==> src/rtl/l5_ram_pkg.sv <==
// Shared types and constants for the L5_RAM_256X32 two-port arbiter slice.
// Port ids are one bit, so the "other" port of a tie is simply the inverted id.
package l5_ram_pkg;

   localparam int L5_AW = 8;
   localparam int L5_DW = 32;

   typedef logic port_id_t;

   typedef struct packed {
      logic             we;
      logic [L5_AW-1:0] addr;
      logic [L5_DW-1:0] wdata;
   } ram_cmd_t;

   function automatic port_id_t other_port(input port_id_t id);
      return ~id;
   endfunction

endpackage

==> src/rtl/l5_rr_arb2.sv <==
// Combinational 2-way round-robin picker: a lone requester always wins,
// a tie goes to the port that did not own the previous transfer.
module l5_rr_arb2
   import l5_ram_pkg::*;
(
   input  logic [1:0] req,
   input  port_id_t   last_id,
   output logic [1:0] gnt,
   output port_id_t   gnt_id
);

   always_comb begin
      gnt    = 2'b00;
      gnt_id = 1'b0;
      case (req)
         2'b01: begin
            gnt    = 2'b01;
            gnt_id = 1'b0;
         end
         2'b10: begin
            gnt    = 2'b10;
            gnt_id = 1'b1;
         end
         2'b11: begin
            gnt_id = other_port(last_id);
            gnt    = gnt_id ? 2'b10 : 2'b01;
         end
         default: begin
            gnt    = 2'b00;
            gnt_id = 1'b0;
         end
      endcase
   end

endmodule

==> src/rtl/l5_ram_arbiter.sv <==
// Two-port round-robin sequencer for the L5_RAM_256X32 single-port RAM.
// Registers one command per clock toward the RAM and steers read data back to its requester.
module l5_ram_arbiter
   import l5_ram_pkg::*;
#(
   parameter int AW = L5_AW,
   parameter int DW = L5_DW
)
(
   input  logic          clk,
   input  logic          rst_n,
   input  logic          req0,
   input  logic          req1,
   input  logic          we0,
   input  logic          we1,
   input  logic [AW-1:0] addr0,
   input  logic [AW-1:0] addr1,
   input  logic [DW-1:0] wdata0,
   input  logic [DW-1:0] wdata1,
   output logic          gnt0,
   output logic          gnt1,
   output logic          rvalid0,
   output logic          rvalid1,
   output logic [DW-1:0] rdata,
   output logic [AW-1:0] ram_a,
   output logic          ram_cs,
   output logic          ram_oe,
   output logic          ram_we,
   output logic [DW-1:0] ram_di,
   input  logic [DW-1:0] ram_dout
);

   logic [1:0]    gnt;
   port_id_t      gnt_id;
   port_id_t      last_id;
   logic          transfer;
   logic          sel_we;
   logic [AW-1:0] sel_addr;
   logic [DW-1:0] sel_wdata;

   logic          s1_valid;
   port_id_t      s1_id;
   logic          s2_valid;
   port_id_t      s2_id;

   l5_rr_arb2 u_arb (
      .req     ({req1, req0}),
      .last_id (last_id),
      .gnt     (gnt),
      .gnt_id  (gnt_id)
   );

   assign gnt0     = gnt[0];
   assign gnt1     = gnt[1];
   assign transfer = |gnt;

   always_comb begin
      sel_we    = we0;
      sel_addr  = addr0;
      sel_wdata = wdata0;
      if (gnt_id) begin
         sel_we    = we1;
         sel_addr  = addr1;
         sel_wdata = wdata1;
      end
   end

   // Address and write data hold on idle edges; only the strobes drop.
   always_ff @(posedge clk or negedge rst_n) begin
      if (!rst_n) begin
         ram_a   <= '0;
         ram_di  <= '0;
         ram_cs  <= 1'b0;
         ram_we  <= 1'b0;
         ram_oe  <= 1'b0;
         last_id <= 1'b1;
      end else if (transfer) begin
         ram_a   <= sel_addr;
         ram_di  <= sel_wdata;
         ram_cs  <= 1'b1;
         ram_we  <= sel_we;
         ram_oe  <= !sel_we;
         last_id <= gnt_id;
      end else begin
         ram_cs  <= 1'b0;
         ram_we  <= 1'b0;
         ram_oe  <= 1'b0;
      end
   end

   // Stage 1 lines up with the RAM command, stage 2 with the RAM's read data.
   always_ff @(posedge clk or negedge rst_n) begin
      if (!rst_n) begin
         s1_valid <= 1'b0;
         s1_id    <= 1'b0;
         s2_valid <= 1'b0;
         s2_id    <= 1'b0;
      end else begin
         s1_valid <= transfer && !sel_we;
         s1_id    <= gnt_id;
         s2_valid <= s1_valid;
         s2_id    <= s1_id;
      end
   end

   assign rvalid0 = s2_valid && (s2_id == 1'b0);
   assign rvalid1 = s2_valid && (s2_id == 1'b1);
   assign rdata   = ram_dout;

endmodule
==> config.mk <==
export PLATFORM = sky130hd
export DESIGN_NAME = l5_ram_arbiter
export DESIGN_NICKNAME = d
export VERILOG_FILES = /design/src/rtl/l5_ram_pkg.sv /design/src/rtl/l5_rr_arb2.sv /design/src/rtl/l5_ram_arbiter.sv
export SDC_FILE = /design/constraint.sdc
export NUM_CORES = 1
export LEC_CHECK = 0
export ABC_AREA = 1
export ABC_CLOCK_PERIOD_IN_PS = 1300
export BUFFER_PORTS_ARGS = -buffer_cell sky130_fd_sc_hd__buf_2
export CAP_MARGIN = 20
export CORE_ASPECT_RATIO = 0.75
export CORE_MARGIN = 10
export CORE_UTILIZATION = 35
export CTS_BUF_LIST = sky130_fd_sc_hd__clkbuf_16
export CTS_CLUSTER_DIAMETER = 100
export DETAILED_ROUTE_END_ITERATION = 8
export PLACE_DENSITY = 0.75
export SETUP_SLACK_MARGIN = 0.1
export SYNTH_ARGS = -nofsm -noshare
export SYNTH_HDL_FRONTEND = slang
export SYNTH_HIERARCHICAL = 1
export SYNTH_SLANG_ARGS = --single-unit
==> constraint.sdc <==
create_clock -name clk -period 1.3 [get_ports clk]
set_input_delay 0.195 -clock clk [delete_from_list [all_inputs] [get_ports clk]]
set_output_delay 0.195 -clock clk [all_outputs]
set_load 0.02 [all_outputs]
=== Word level (Yosys, flattened, before mapping) ===
Index checks and enable logic that the tools add are counted.

* Bitwise logic cells: 2
* Mux-type cells: 9
* Equality and inequality tests: 3
* Reduce and logical (&&, ||, !) cells: 5

{| class="wikitable"
|+ Operators with widths
! operator !! count
|-
| 2-to-1 mux 32 bit || 1
|-
| 2-to-1 mux 8 bit || 1
|-
| one-hot mux 2 bit (3 select lines) || 1
|-
| == test 2 bit (second input constant) || 2
|-
| 2-to-1 mux 1 bit || 4
|-
| logical AND 1 bit || 3
|-
| == test 2 x 1 -> 1 bit (second input constant) || 1
|-
| 2-to-1 mux 2 bit || 1
|-
| inverter 1 bit || 2
|-
| one-hot mux 1 bit (2 select lines) || 1
|-
| OR reduction 2 bit || 1
|-
| logical NOT 1 bit || 1
|}

* Bits of input ports: 118
* Output and inout bits: 79
* Register bits: 48
* Logic and storage cells: 29

=== Depth between registers and ports, before layout ===
Gate-level depths: netlist of the first run.

* Depth in word-level cells: 5
* Depth in mapped cells: 9

=== Hierarchy ===
Netlist of the first run, hierarchy kept.

{| class="wikitable"
|+ Modules (own cells, without submodules)
! module !! times used !! seq. area each (µm²) !! cells an instance !! area an instance (µm²)
|-
| l5_ram_arbiter || 1 || 1177.4 || 352 || 2513.7
|-
| l5_rr_arb2 || 1 || 0.0 || 6 || 25.0
|}

=== Worst setup path before layout of the first run ===
Ideal clock, no wire load.

* Path type: reg-to-reg
* Start: reg last_id
* End: reg ram_di[27]
* Library setup time: 0.065 ns
* Path buffers: 1
* Cell stages (with the launch flop): 7
* Slack: -0.097 ns
* Data required time: 1.235 ns
* Data arrival time: 1.332 ns
* Cells stage by stage: dfstp_2 -> a21oi_1 -> nor2_4 -> inv_2 -> buf_6 -> nand2_1 -> nand2_1

* Longest elaborated chain between the ends: 3

{| class="wikitable"
|+ RTL lines
! element !! line !! text
|-
| from (decl) || l5_ram_arbiter.sv:35 || <nowiki>port_id_t last_id;</nowiki>
|-
| from (signal assigned) || l5_ram_arbiter.sv:83 || <nowiki>last_id <= gnt_id;</nowiki>
|-
| 2-to-1 mux 2 bit || l5_rr_arb2.sv:26 || <nowiki>gnt = gnt_id ? 2'b10 : 2'b01;</nowiki>
|-
| one-hot mux 2 bit (3 select lines) || l5_rr_arb2.sv:15 || <nowiki>case (req)</nowiki>
|-
| named net gnt1 || l5_ram_arbiter.sv:21 || <nowiki>output logic gnt1,</nowiki>
|-
| OR reduction 2 bit || l5_ram_arbiter.sv:55 || <nowiki>assign transfer = |gnt;</nowiki>
|-
| to (signal assigned) || l5_ram_arbiter.sv:79 || <nowiki>ram_di <= sel_wdata;</nowiki>
|-
| to (decl) || l5_ram_arbiter.sv:29 || <nowiki>output logic [DW-1:0] ram_di,</nowiki>
|}

The timed path passes the listed nets, and every way through them passes these cells.
A chain may end at the register's enable or synchronous reset.

=== Worst setup path after layout of the first run ===
* Start: reg last_id
* End: reg ram_di[25]

* Longest elaborated chain between the ends: 3

{| class="wikitable"
|+ RTL lines
! element !! line !! text
|-
| inverter 1 bit || l5_ram_pkg.sv:17 || <nowiki>return ~id;</nowiki>
|-
| one-hot mux 1 bit (2 select lines) || l5_rr_arb2.sv:15 ||
|-
| named net gnt_id || l5_ram_arbiter.sv:34 || <nowiki>port_id_t gnt_id;</nowiki>
|-
| 2-to-1 mux 32 bit || l5_ram_arbiter.sv:61 || <nowiki>if (gnt_id) begin</nowiki>
|}

The timed path passes the listed nets, and every way through them passes these cells.

==> flow_summary.toml, run 1 <==
[finish]
antenna_cells = 0
regArea_sq_um = 1180
final_layout_size_suffix_gt1_frac = 0.378
fill_cells = 708
syn_to_final_growth_pct = 33.9
final_core_util = 0.491
nets = 580
multi_input_area_sq_um = 1050

[placement]
hpwl_mm = 5.47
io_buffers = 132
gp_congestion = 0.740
post-place-ws_ps = -3.83

[setup_path]
critical_path_required_ps = 1520
reg2reg_from = "last_id$_DFFE_PN1P_"
crit_arrival_ps = 1560
critPathMaxFanout = 26
slowest_delay_ps = 380
crit_buf_inv = 2
path_common_cell = "nand2_1"
slowest_stage = "dfstp_2"
path_class = "reg2reg"
critical-path-top-delay-family = "flip-flops"
cp-end-kind = "register"
crit_start = "last_id$_DFFE_PN1P_"
path_cells = "buf_4 > a21oi_4 > buf_12 > nand2_1 > nand2_1 > nand2_2 > nand2_1"
start_kind = "register"

[synthesis]
yosys.area.top_type = "dfrtp_1"
post_synth.cell_area_avg_sq_um = 7.09
syn_nets = 476
synthTopCellsByArea = "dfrtp_1, nand2_1, buf_4"
yosysWarnings = 6
syn_area_sq_um = 2540
netlist_instances = 358
ys_ff_latch = 47
synth_top_area_frac = 0.453
ys_seq_area_frac = 0.464
synth.distinct_cells = 13

[route]
vias_per_cell = 4.35
wirelength_mm = 7.45
wire_per_inst_microns = 13.3
first_pass_iters = 5
vias = 2443
ant_nets = 0
remaining_drc_errors = 0
drtIter0Drc = 76

[floorplan]
fp.dieArea_sq_um = 11100
dieHeight_microns = 93.8
coreArea_sq_um = 6930
initial_core_util = 0.366
die_x_microns = 118
ioPinCount = 197
rows = 26

[global_routing]
grt_start_max_net_pins = 48
grt_pass1_vias = 2602
antenna_found_initial = 0
grt_pass1_wl_mm = 12.4
track_usage = 0.133
overflow = 0

[sta]
layout_setup_ws_ps = -42.4
relSlewSlack = 0.819
slew_viol_final = 0
fin_crit_ps = 1340
tns_ps = -973
finalClockSkew_ps = 3.92
setup_viol = 43
max_freq_mhz = 745
fin_crit_sh = 1.03
worst_slew_pin_slew_ps = 271
hold_viol = 0
hold_slack_ps = 190
rsz0062_at_grt = "yes"

[power]
max-vdd-ir-drop_mv = 0.568
finalPower_mw = 4.71
power_density_nw_per_um2 = 1390
p_leak_nw = 2.07

[clocking]
cts_tree = "built"
cts_buffers = 5
cts_buffer_depth = 2
clk_latency_ps = 280
cts.sinks = 47
htreeDepth = 2
cts.clk_slew.worst_paths_ps = 60
ctsRootBufferMaster = "clkbuf_16"

[status]
violations = "negative setup slack"
status = "complete, but fails checks"

[hold_path]
hold_path_class = "in2reg"
hp-start = "we1"

[flow_run]
max-cap-violations = 0
final cells by class:
class	instances	share of cell area
Tap cell	98	0.0361
Clock inverter	3	0.00331
Multi-Input combinational cell	255	0.308
Timing Repair Buffer	146	0.260
Inverter	7	0.00994
Clock buffer	5	0.0368
Sequential cell	47	0.346
synthesized netlist by cell type:
cell,n
inv_1,5
nor2_4,1
a21oi_1,3
nand2_1,248
dfrtp_1,46
buf_4,37
inv_4,1
dfstp_2,1
buf_2,8
nor2_1,2
inv_2,1
o21ai_0,1
buf_6,4
per-stage QoR:
step / instances / area, sq um
2_1_floorplan: 358 / 2610
3_3_place_gp: 547 / 3110
3_5_place_dp: 547 / 3110
4_1_cts: 560 / 3350
5_1_grt: 561 / 3400
6_report: 561 / 3400
routing by layer:
metal,GRT usage,wire [microns],vias up,share of wire
met2,0.226,3350,110,0.45
met1,0.151,3320,1090,0.45
met5,0,0,-,0
li1,-,-,1238,-
met3,0.0607,742,5,0.10
met4,0.0267,37,0,0.0050
what timing repair did:
item	in CTS	in global routing
gates cloned	0	2
buffers inserted	4	1
endpoints found under the setup margin	45	46
endpoints found under the hold margin	46	0
hold buffers	1	0
pin swaps	3	1
resized for setup	23	8
cell usage in the layout (no fill, tap or decap), types with 5 or more instances in the layout:
cell,instances
nand2_1,230
buf_2,130
dfrtp_1,46
nand2_2,17
buf_6,8
inv_1,6
clkbuf_16,6
buf_12,5
tightest hold or removal path, stage by stage:
cell     delay [ps]
buf_2            80
inv_1            30
nand2_1          60
a21oi_1          70
where the power goes:
| part | switching [mW] | internal (mW) | total (mW) |
|---|---|---|---|
| Clock | 0.496 | 0.692 | 1.19 |
| Sequential | 0.144 | 1.74 | 1.88 |
| Combinational | 1.02 | 0.622 | 1.64 |
| Total | 1.66 | 3.05 | 4.71 |
kinds of logic after synthesis:
| family | count (synthesis) | share of synthesized area |
|---|---|---|
| AOI/OAI and AO/OA | 4 | 0.00788 |
| and+or+nand+nor | 251 | 0.374 |
| buffers and inverters | 56 | 0.154 |
| DFF | 47 | 0.464 |
state kept, by name, indices dropped and copies added, names as in the netlist:
register	flops
ram_we	1
ram_oe	1
last_id	1
ram_di	32
s2_id	1
ram_a	8
s2_valid	1
ram_cs	1
s1_id	1
path summary, 6_finish.rpt:
kind	endpoint	cells past startpoint	slack [ps]
setup reg to reg	ram_di[25]$_DFFE_PN0P_	7	-40
min in group asynchronous	ram_di[4]$_DFFE_PN0P_	3	430
hold reg to reg	s2_id$_DFF_PN0_	0	350
max in group asynchronous	last_id$_DFFE_PN1P_	3	580
setup / recovery	ram_di[25]$_DFFE_PN0P_	7	-40
hold / removal	ram_oe$_DFF_PN0_	4	190
Power figures use the tool's default switching activity.
==> run 2, diff against run 1 <==
- BUFFER_PORTS_ARGS: -buffer_cell sky130_fd_sc_hd__buf_2 -> -buffer_cell sky130_fd_sc_hd__clkbuf_2
- SETUP_SLACK_MARGIN: 0.1 -> unset
==> run 2 against run 1 <==
Effect of this change: the flow still finishes with violations (negative setup slack); die area stayed put; final cell count is 0.18% higher; via count is 0.74% lower; flip-flop and latch count stayed put; sequential share of layout area is 0.44 points lower; wire length hardly changed; non-clock buffer count is 1 higher; fmax is 0.99% higher; clock skew hardly changed; setup slack better by 13 ps.
==> flow_summary.toml, run 2 (same netlist as run 1, synthesis figures left out) <==
[setup_path]
slowest_delay_ps = 570
critical-path-top-delay-family = "flip-flops"
start_kind = "register"
slowest_stage = "dfstp_2"
critical_path_required_ps = 1110
path_common_cell = "nand2_2"
path_class = "reg2out"
crit_buf_inv = 1
reg2reg_from = "last_id$_DFFE_PN1P_"
crit_arrival_ps = 1130
critPathMaxFanout = 3
cp-end-kind = "primary output"
crit_start = "last_id$_DFFE_PN1P_"
path_cells = "nand2_2 > nand2_2 > clkbuf_8"

[status]
status = "complete, but fails checks"
violations = "negative setup slack"

[clocking]
cts_tree = "built"
cts_buffer_depth = 2
htreeDepth = 2
cts.sinks = 47
cts.clk_slew.worst_paths_ps = 60
ctsRootBufferMaster = "clkbuf_16"
cts_buffers = 5
clk_latency_ps = 280

[sta]
layout_setup_ws_ps = -29.2
finalClockSkew_ps = 3.94
hold_slack_ps = 196
relSlewSlack = 0.784
hold_viol = 0
slew_viol_final = 0
fin_crit_ps = 1330
max_freq_mhz = 752
tns_ps = -187
fin_crit_sh = 1.02
worst_slew_pin_slew_ps = 324
setup_viol = 16
rsz0062_at_grt = "yes"

[global_routing]
use_met2 = 0.212
grt_pass1_vias = 2448
busiest_layer = "met2"
use_met1 = 0.153
antenna_found_initial = 0
grt_pass1_wl_mm = 12.1
overflow = 0
track_usage = 0.130
grt_start_max_net_pins = 33
grt_util_met3 = 0.0655

[finish]
largest_reg_flops = 32
syn_to_final_growth_pct = 35.6
fill_cells = 691
regMostFlops = "ram_di"
antenna_cells = 0
layout_common_cells = "nand2_1, clkbuf_2, dfrtp_1"
layout_commonest_cell = "nand2_1"
design_area_sq_um = 3440
nets = 581
multi_input_area_sq_um = 1040
regArea_sq_um = 1180
reg.largest.list = "ram_di (32), ram_a (8)"
final_layout_size_suffix_gt1_frac = 0.386

[floorplan]
ioPinCount = 197
fp.dieArea_sq_um = 11100
dieHeight_microns = 93.8
die_x_microns = 118
coreArea_sq_um = 6930
rows = 26
initial_core_util = 0.366

[power]
power_frac_comb = 0.330
power_density_nw_per_um2 = 1430
p_leak_nw = 2.11
max-vdd-ir-drop_mv = 0.568
cell_internal_pwr_mw = 3.25
finalPower_mw = 4.93
p_switching_mw = 1.68
switching_share = 0.341
seq_power_share = 0.384
power_frac_clock = 0.286

[route]
drtIter0Drc = 108
wire_per_inst_microns = 13.2
ant_nets = 0
remaining_drc_errors = 0
vias = 2425
vias_per_cell = 4.31
wirelength_mm = 7.44
first_pass_iters = 4

[hold_path]
hp-start = "wdata0[17]"
hold_path_class = "in2reg"

[flow_run]
max-cap-violations = 0

[placement]
io_buffers = 132
postPlaceCellArea_sq_um = 3140
gp_congestion = 0.752
hpwl_mm = 5.75
-- run 2: cell types whose count changed in the layout (fill, tap and decap cells not counted), sizes merged --
cell / change
clkbuf: +131
buf: -130
bufinv: +1
inv: -1
-- run 2: timing repair --
action	in CTS	in global routing
hold endpoints to repair	46	0
pin swaps	2	0
setup endpoints to repair	37	45
setup buffers	2	0
gates resized for setup	6	24
hold buffers	1	0
gates cloned	0	1
-- run 2: worst register-to-register path, delay by kind of cell (launching register included) --
kind / cells / cell delay (ps)
flops: 1 / 570
buf+inv: 2 / 250
compound gates: 1 / 100
simple gates: 3 / 310
-- run 2: per-stage QoR --
stage	cells	setup WS, ps	utilization
after detailed placement	550	-17.9	0.454
after global routing	562	-107	0.497
final	562	-29.2	0.497
after CTS	561	-24.3	0.484
after global placement	550	27.6	0.454
after floorplan	358	11.0	-
-- run 2: layout make-up --
class / instances / share of cell area
clock buffers: 5 / 0.0363
clock inverters: 3 / 0.0113
inverters: 7 / 0.00908
multi-input cells: 255 / 0.303
flip-flops and latches: 47 / 0.342
well taps: 98 / 0.0356
repair buffers: 147 / 0.262
-- run 2: worst paths after layout --
kind                       cells after the start                     end  slack (ps)
max                                            3                    gnt0         -30
min                                            5  ram_di[17]$_DFFE_PN0P_         200
max reg2reg                                    6   ram_di[0]$_DFFE_PN0P_         -20
min reg2reg                                    0         s2_id$_DFF_PN0_         350
max in group asynchronous                      3     last_id$_DFFE_PN1P_         540
min in group asynchronous                      3   ram_di[3]$_DFFE_PN0P_         470
-- run 2: layer usage --
| metal | vias to the layer above | wire length [microns] |
|---|---|---|
| li1 | 1238 | - |
| met3 | 4 | 733 |
| met5 | - | 0 |
| met1 | 1091 | 3280 |
| met2 | 92 | 3410 |
| met4 | 0 | 21 |
-- run 2: power by group through the flow --
stage / combinational [mW] / clock (mW) / sequential [mW]
CTS: 1.59 / 1.46 / 1.89
detailed placement: 1.56 / 0 / 1.92
global placement: 1.52 / 0 / 1.90
finish: 1.63 / 1.41 / 1.89
floorplan: 0.716 / 0 / 2.22
global route: 1.80 / 1.54 / 1.93
==> run 3, diff against run 2 <==
- BUFFER_PORTS_ARGS: -buffer_cell sky130_fd_sc_hd__clkbuf_2 -> -buffer_cell sky130_fd_sc_hd__buf_2
==> run 3 against run 2 <==
Effect of this change: setup slack worse by 54 ps; non-clock buffer count rose by 3; critical endpoint is now ram_a[6]$_DFFE_PN0P_; register-to-register slack worse by 60 ps; sequential power about the same; critical path depth grew 5; largest cell class unchanged; clock-buffer cell count is the same; clock skew rose by 2.2 ps; combinational power rose by 6%; fmax down 3.9%; first-iteration DRC count shrank 26%; the flow still finishes with violations (negative setup slack); die area did not move; clock power is essentially flat.
==> flow_summary.toml, run 3 (same netlist as run 1, synthesis figures left out) <==
[floorplan]
die_x_microns = 118
coreArea_sq_um = 6930
ioPinCount = 197
rows = 26
fp.dieArea_sq_um = 11100
dieHeight_microns = 93.8
initial_core_util = 0.366

[finish]
final_layout_size_suffix_gt1_frac = 0.428
syn_to_final_growth_pct = 41.3
regArea_sq_um = 1180
layout_commonest_cell = "nand2_1"
reg.largest.list = "ram_di (32), ram_a (8)"
nets = 584
regMostFlops = "ram_di"
antenna_cells = 0
layout_common_cells = "nand2_1, buf_2, dfrtp_1"
largest_reg_flops = 32
fill_cells = 686
design_area_sq_um = 3590
multi_input_area_sq_um = 1130

[global_routing]
grt_pass1_vias = 2529
grt_pass1_wl_mm = 12.3
grt_start_max_net_pins = 33
antenna_found_initial = 0
overflow = 0
track_usage = 0.132

[route]
ant_nets = 0
wirelength_mm = 8.25
vias = 2490
remaining_drc_errors = 0
wire_per_inst_microns = 14.6
vias_per_cell = 4.41
first_pass_iters = 4
drtIter0Drc = 80

[setup_path]
path_common_cell = "nand2_1"
path_cells = "buf_6 > a21oi_4 > buf_6 > clkbuf_16 > nand2_2 > nand2_1 > nand2_1 > nand2_1"
critPathMaxFanout = 8
crit_arrival_ps = 1560
path_class = "reg2reg"
slowest_delay_ps = 570
critical_path_required_ps = 1470
start_kind = "register"
slowest_stage = "dfstp_2"
cp-end-kind = "register"

[sta]
worst_slew_pin_slew_ps = 324
max_freq_mhz = 723
fin_crit_ps = 1380
fin_crit_sh = 1.06
relSlewSlack = 0.784
slew_viol_final = 0
finalClockSkew_ps = 6.14
layout_setup_ws_ps = -83.7
setup_viol = 41
rsz0062_at_grt = "yes"
hold_viol = 0

[power]
power_density_nw_per_um2 = 1400
max-vdd-ir-drop_mv = 0.581
p_leak_nw = 2.18

[hold_path]
hold_path_class = "in2reg"

[clocking]
clk_latency_ps = 280
cts_tree = "built"
cts_buffers = 5
ctsRootBufferMaster = "clkbuf_16"
cts.sinks = 47
cts.clk_slew.worst_paths_ps = 60
htreeDepth = 2
cts_buffer_depth = 2

[placement]
io_buffers = 132
hpwl_mm = 5.74
gp_congestion = 0.743
post-place-ws_ps = -17.4
postPlaceCellArea_sq_um = 3140

[status]
violations = "negative setup slack"
status = "complete, but fails checks"

[flow_run]
max-cap-violations = 0
run 3: changes by cell type in the layout (fill, tap and decap cells not counted), sizes merged:
cell / delta
inv: +2
buf: +132
clkinv: -2
clkbuf: -129
run 3: layer usage:
| metal | share of wire | global-route usage |
|---|---|---|
| met5 | 0 | 0 |
| met4 | 0.0046 | 0.0216 |
| met3 | 0.081 | 0.0571 |
| met2 | 0.48 | 0.224 |
| met1 | 0.44 | 0.154 |
run 3: critical path, delay by kind of cell (launching register included):
| family | cells | cell delay, ps |
|---|---|---|
| compound gates | 1 | 70 |
| buf+inv | 3 | 440 |
| simple gates | 4 | 200 |
| flops | 1 | 570 |
run 3: timing repair:
| item | CTS | global route |
|---|---|---|
| gates cloned | 0 | 4 |
| pin swaps | 2 | 15 |
| hold buffers | 1 | 0 |
| buffers inserted | 1 | 1 |
| resized for setup | 4 | 51 |
| endpoints found under the setup margin | 35 | 44 |
| hold endpoints to repair | 46 | 0 |
run 3: power by group:
group	total, mW	internal, mW	leakage (nW)	switching (mW)
clock network	1.41	0.894	0.0864	0.518
registers	1.89	1.74	0.574	0.148
logic	1.72	0.658	1.52	1.06
total	5.02	3.29	2.18	1.73
run 3: cell type report:
| class | count | area share |
|---|---|---|
| clock inverters | 3 | 0.0105 |
| flip-flops and latches | 47 | 0.328 |
| multi-input cells | 255 | 0.316 |
| inverters | 7 | 0.00803 |
| repair buffers | 150 | 0.268 |
| well taps | 98 | 0.0342 |
| clock buffers | 5 | 0.0349 |
run 3: stage by stage:
stage	setup TNS (ps)	util	std cells	hold slack [ps]	total power, mW
after global routing	-5140	0.518	565	202	5.33
final	-1940	0.518	565	186	5.02
after floorplan	0	-	358	-101	2.94
after global placement	0	0.454	550	197	3.42
after detailed placement	-51.0	0.454	550	208	3.47
after CTS	-719	0.481	560	177	4.93
run 3: path summary, 6_finish.rpt:
check                                     from  slack (ps)  cells past startpoint               endpoint
min reg2reg                    s1_id$_DFF_PN0_         350                      0        s2_id$_DFF_PN0_
min in group asynchronous                rst_n         470                      3  ram_di[3]$_DFFE_PN0P_
min                                        we1         190                      4       ram_oe$_DFF_PN0_
max in group asynchronous                rst_n         550                      3    last_id$_DFFE_PN1P_
max                        last_id$_DFFE_PN1P_         -80                      8   ram_a[6]$_DFFE_PN0P_
max reg2reg                last_id$_DFFE_PN1P_         -80                      8   ram_a[6]$_DFFE_PN0P_
